==> config.mk <==
export PLATFORM = sky130hd
export DESIGN_NAME = regfile_scoreboard
export DESIGN_NICKNAME = d
export VERILOG_FILES = /design/src/rtl/regfile_scoreboard.sv
export SDC_FILE = /design/constraint.sdc
export NUM_CORES = 2
export LEC_CHECK = 0
export BUFFER_PORTS_ARGS = -buffer_cell sky130_fd_sc_hd__buf_2
export CORE_MARGIN = 10
export CORE_UTILIZATION = 60
export CTS_CLUSTER_SIZE = 25
export DETAILED_ROUTE_END_ITERATION = 16
export GPL_TIMING_DRIVEN = 0
export PLACE_DENSITY_LB_ADDON = 0.25
export REMOVE_ABC_BUFFERS = 1
export SYNTH_ARGS = -nofsm -noshare
export SYNTH_HDL_FRONTEND = slang
export SYNTH_SLANG_ARGS = --single-unit
==> constraint.sdc <==
create_clock -name clock -period 5.8 [get_ports clock]
set_input_delay 0.29 -clock clock [delete_from_list [all_inputs] [get_ports clock]]
set_output_delay 0.29 -clock clock [all_outputs]
set_load 0.05 [all_outputs]
==> src/rtl/regfile_scoreboard.sv <==
// Register file with two combinational read ports, one write port, optional
// write-to-read bypass and a per-register pending-write scoreboard.
module regfile_scoreboard #(
  parameter int XLEN         = 32,
  parameter int NREGS        = 32,
  parameter int MAX_INFLIGHT = 3,
  parameter int BYPASS       = 1,
  parameter int ZERO_REG     = 1,
  localparam int AW          = $clog2(NREGS),
  localparam int CW          = $clog2(MAX_INFLIGHT + 1)
) (
  input  logic            clock,
  input  logic            reset_n,
  input  logic [AW-1:0]   rd_addr_a,
  input  logic [AW-1:0]   rd_addr_b,
  output logic [XLEN-1:0] rd_data_a,
  output logic [XLEN-1:0] rd_data_b,
  output logic            rd_pend_a,
  output logic            rd_pend_b,
  input  logic            wr_en,
  input  logic [AW-1:0]   wr_addr,
  input  logic [XLEN-1:0] wr_data,
  input  logic            iss_valid,
  input  logic [AW-1:0]   iss_addr,
  output logic            iss_ready,
  input  logic            flush,
  output logic            busy_any,
  output logic            err_underflow
);

  localparam logic [CW-1:0] CNT_ONE = CW'(1);
  localparam logic [CW-1:0] CNT_MAX = CW'(MAX_INFLIGHT);

  logic [XLEN-1:0] regs_q [NREGS];
  logic [XLEN-1:0] regs_d [NREGS];
  logic [CW-1:0]   cnt_q  [NREGS];
  logic [CW-1:0]   cnt_d  [NREGS];
  logic            err_q, err_d;

  logic            wr_ok_s, iss_ok_s, inc_s, dec_s;
  logic [CW-1:0]   wr_cnt_s, iss_cnt_s;
  logic [AW-1:0]   rd_addr_s [2];
  logic [XLEN-1:0] rd_data_s [2];
  logic            rd_pend_s [2];

  function automatic logic writable(input logic [AW-1:0] a);
    return !((ZERO_REG != 0) && (a == {AW{1'b0}}));
  endfunction

  // Issue/writeback qualification and issue back-pressure.
  always_comb begin
    wr_ok_s   = wr_en & writable(wr_addr);
    iss_ok_s  = writable(iss_addr);
    wr_cnt_s  = cnt_q[wr_addr];
    iss_cnt_s = cnt_q[iss_addr];
    iss_ready = !flush & (!iss_ok_s | (iss_cnt_s < CNT_MAX) |
                          (wr_en & (wr_addr == iss_addr) & (iss_cnt_s != {CW{1'b0}})));
    inc_s     = iss_valid & iss_ready & iss_ok_s;
    dec_s     = wr_ok_s & (wr_cnt_s != {CW{1'b0}});
  end

  // Next-state for register data, pending counters and the sticky error.
  always_comb begin
    regs_d = regs_q;
    cnt_d  = cnt_q;
    if (wr_ok_s) begin
      regs_d[wr_addr] = wr_data;
    end else begin
      regs_d[wr_addr] = regs_q[wr_addr];
    end
    if (flush) begin
      for (int i = 0; i < NREGS; i++) cnt_d[i] = {CW{1'b0}};
    end else if (inc_s && dec_s && (iss_addr == wr_addr)) begin
      cnt_d[iss_addr] = cnt_q[iss_addr];
    end else begin
      if (inc_s) begin
        cnt_d[iss_addr] = cnt_q[iss_addr] + CNT_ONE;
      end else begin
        cnt_d[iss_addr] = cnt_q[iss_addr];
      end
      if (dec_s) begin
        cnt_d[wr_addr] = cnt_q[wr_addr] - CNT_ONE;
      end else begin
        cnt_d[wr_addr] = cnt_d[wr_addr];
      end
    end
    err_d = err_q | (wr_ok_s & (wr_cnt_s == {CW{1'b0}}));
  end

  // State registers.
  always_ff @(posedge clock or negedge reset_n) begin
    if (!reset_n) begin
      for (int i = 0; i < NREGS; i++) begin
        regs_q[i] <= {XLEN{1'b0}};
        cnt_q[i]  <= {CW{1'b0}};
      end
      err_q <= 1'b0;
    end else begin
      regs_q <= regs_d;
      cnt_q  <= cnt_d;
      err_q  <= err_d;
    end
  end

  // Read ports; forwarding is suppressed in reset so outputs read as zero.
  always_comb begin
    rd_addr_s[0] = rd_addr_a;
    rd_addr_s[1] = rd_addr_b;
    for (int p = 0; p < 2; p++) begin
      logic fwd;
      fwd = (BYPASS != 0) & reset_n & wr_ok_s & (wr_addr == rd_addr_s[p]);
      if (!writable(rd_addr_s[p])) begin
        rd_data_s[p] = {XLEN{1'b0}};
        rd_pend_s[p] = 1'b0;
      end else if (fwd) begin
        rd_data_s[p] = wr_data;
        rd_pend_s[p] = (cnt_q[rd_addr_s[p]] != {CW{1'b0}}) & (cnt_q[rd_addr_s[p]] != CNT_ONE);
      end else begin
        rd_data_s[p] = regs_q[rd_addr_s[p]];
        rd_pend_s[p] = (cnt_q[rd_addr_s[p]] != {CW{1'b0}});
      end
    end
    rd_data_a = rd_data_s[0];
    rd_data_b = rd_data_s[1];
    rd_pend_a = rd_pend_s[0];
    rd_pend_b = rd_pend_s[1];
  end

  // Status outputs from registered state.
  always_comb begin
    busy_any = 1'b0;
    for (int i = 0; i < NREGS; i++) busy_any = busy_any | (cnt_q[i] != {CW{1'b0}});
    err_underflow = err_q;
  end

endmodule

==> results_dict.tcl <==
set metrics [dict create \
    status "complete, but fails checks" \
    violations "capacitance limit, slew limit" \
    synth.area.mux_share 0.329 \
    utilization 0.674 \
    synth_flop_cell "dfrtp_1" \
    grt_max_degree 173 \
    grt_pass1_vias 56200 \
    insertion_delay_ns 0.75 \
    synth_fa_ha_area_frac 0.000552 \
    vias 55900 \
    cap_viol_max_count 2 \
    clockBufferDepth 3 \
    worstSetupPathType "register to register" \
    max_freq_mhz 173 \
    layout_min_cycle_time_ns 5.78 \
    drt-initial-drc-count 8814 \
    drtAntennaViolNets 0 \
    drtPass1Iterations 8 \
    die_h_um 357 \
    pin_count 126 \
    cts_tree "done" \
    ys_ff_latch 1089 \
    netlist_area_um2 68000 \
    portBuffers 125 \
    grt-ovfl-total 0 \
    fin_crit_sh 0.997 \
    yosysWarnings 0 \
    routed_wl_um 245000 \
    synth_compound_area_frac 0.137 \
    grt_pass1_wl_um 363000 \
    start_kind "register" \
    switchingPower_mw 8.78 \
    layout.nets 5727 \
    final-setup-viol-count 0 \
    synthTopCellsByArea "dfrtp_1 (40%), mux4_2 (32%), o21ai_0 (8.0%)" \
    synthSimpleGateAreaFrac 0.0890 \
    track_usage 0.383 \
    finClkSkew_ns 0.0462 \
    synth_area_per_cell_um2 11.4 \
    place_congestion 1.01 \
    rows 123 \
    yosysSeqAreaShare 0.401 \
    hold_violations 0 \
    combPwrFrac 0.283 \
    antenna_found_initial 8 \
    ys_types 68 \
    wl_per_cell_um 33.7 \
    tightest_slew_ns 1.60 \
    p_int_mw 17.8 \
    nFillCells 7850 \
    synthCells 5967 \
    initial_core_util 0.605 \
    cts.sink_count 1089 \
    p_clk_frac 0.304 \
    route.detailed.drc 0 \
    crit_path_end_kind "register" \
    async_flop_share 1.00 \
    worstPathRequired_ns 6.45 \
    crit_top_cell "buf_16" \
    rsz0062_at_grt "false" \
    core_um2 112000 \
    viasPerCell 7.70 \
    cellLeakagePower_nw 31.2 \
    synth_top_family_by_area "multiplexers" \
    power_density_nw_per_um2 350 \
    root_buffer "clkbuf_16" \
    p_sw_frac 0.331 \
    numCtsBuffers 116 \
    path_clk_slew_ns 0.07 \
    worstPathMaxFanout 26 \
    synth-edff-count 0 \
    synth-xor-area-share 0.00206 \
    dpl.hpwl_um 142000 \
    die-area_um2 127000 \
    synth_largest_area_cell "dfrtp_1" \
    cp.arrival_ns 6.43 \
    critPathSlowestCell "dfrtp_1" \
    critPathMaxStageDelay_ns 0.59 \
    drv_slew 11 \
    final_cell_mix "nand2_1 (1,089), dfrtp_1 (1,089), o21ai_0 (1,051), mux4_2 (953), nor2_1 (169)" \
    hp-class "input port to register" \
    ir_worst_vdd_uv 303 \
    layout-drive-gt1-share 0.270 \
    finalSetupTns_ns 0 \
    synth_top_area_share 0.401 \
    h-tree-depth 3 \
    cp_cell_sequence "mux2i_1 > a221oi_1 > o22ai_1 > nor2_4 > buf_8 > inv_1 > ha_1 > nor2b_1 > o2111ai_1 > o22ai_4 > buf_16 > buf_16 > a211oi_1 > nor4_2 > nand4_1 > nor4_4 > a31oi_4 > nor2_2 > o221a_2" \
    antenna_cells 0 \
    dieWidth_um 357 \
    slew_headroom -0.0677 \
    seq_power_share 0.413 \
    area_delta_synth_final_pct 11.5 \
]
synth_stat cells (6+ instances only):
cell and count:
nand2_1 1121, dfrtp_1 1089, o21ai_0 1084, mux4_2 953
clkbuf_1 571, nor2_1 176, a21oi_1 120, a211oi_1 91
mux2i_1 88, buf_1 87, a22oi_1 75, buf_2 52
a221oi_1 49, nand4_1 44, a22o_1 35, o22ai_1 35
nor4_1 31, a211o_1 27, nor3_1 20, nand3_1 17
xor2_1 15, o32ai_1 14, nor2b_1 12, o211ai_1 11
inv_1 10, nor3b_1 9, a2111oi_0 8, a311o_1 8
a2111oi_2 7, a31oi_1 7, and3_1 7, or3_1 7
a311oi_1 6, and3b_1 6, nand2b_1 6, nand3b_1 6
repair_timing:
item	in CTS	in global routing
hold buffers	12	0
endpoints found under the setup margin	48	21
cloned	1	0
pin swaps	2	1
hold endpoints to repair	140	0
gates resized for setup	7	3
setup buffers	1	1
metrics by stage:
| stage | cell area (um^2) | instances | setup slack (ns) | hold slack [ns] | total power [mW] |
|---|---|---|---|---|---|
| 2_1_floorplan | 65200 | 5252 | -0.963 | -0.00559 | 15.6 |
| 3_3_place_gp | 67700 | 6877 | -29.95 | 0.392 | 17.9 |
| 3_5_place_dp | 71500 | 7033 | -1.55 | 0.324 | 18.3 |
| 4_1_cts | 75800 | 7262 | 0.0629 | 0.00553 | 26.4 |
| 5_1_grt | 75800 | 7264 | 0.116 | 0.0650 | 27.6 |
| 6_report | 75800 | 7264 | 0.0152 | 0.0383 | 26.6 |
logic make-up after synthesis:
| kind of cell | Yosys count |
|---|---|
| fa+ha+maj | 3 |
| mux | 1045 |
| xor+xnor | 16 |
| buf+inv | 725 |
| compound gates | 1607 |
| simple gates | 1482 |
| flops | 1089 |
state kept, by name, summed over array words and instances (netlist names):
register / count
err_underflow: 1
regs_q: 1024
cnt_q: 64
worst max-delay path, delay by kind of cell, from the launching register on:
| family | cells | cell delay [ns] |
|---|---|---|
| flops | 1 | 0.59 |
| mux | 1 | 0.20 |
| compound gates | 7 | 1.83 |
| simple gates | 6 | 1.95 |
| fa+ha+maj | 1 | 0.28 |
| buf+inv | 4 | 0.77 |
metal layers:
metal / routed length [um] / global-route usage
met2: 107000 / 0.560
met1: 82700 / 0.483
met4: 19900 / 0.255
met3: 34900 / 0.134
met5: 69 / 0
worst paths after layout:
check | start | endpoint | depth (start not counted) | slack (ns)
max | cnt_q[40] | cnt_q[28] | 19 | 0.02
min | wr_data[0] | regs_q[928] | 3 | 0.04
max in group asynchronous | reset_n | regs_q[627] | 4 | 3.59
max reg2reg | cnt_q[40] | cnt_q[28] | 19 | 0.02
min in group asynchronous | reset_n | regs_q[169] | 2 | 0.14
min reg2reg | regs_q[997] | regs_q[997] | 0 | 0.42
area by class of cell:
type                       instances  area, um^2  share of cell area
inverter                          10        37.5            0.000495
clock inverter                    53         691             0.00911
tap                             1500        1880              0.0248
timing repair buffer             296        4080              0.0537
clock buffer                     162        3420              0.0451
sequential                      1089       27300               0.359
multi-input combinational       4154       38500               0.507
power groups by stage:
stage               Sequential, mW  Clock, mW  Combinational [mW]
floorplan                     10.5          0                5.11
global placement              10.8          0                7.16
detailed placement            11.0          0                7.33
CTS                           10.9       8.06                7.41
global route                  11.2       8.39                8.03
finish                        11.0       8.06                7.51
(Power assumes the default switching activity.)
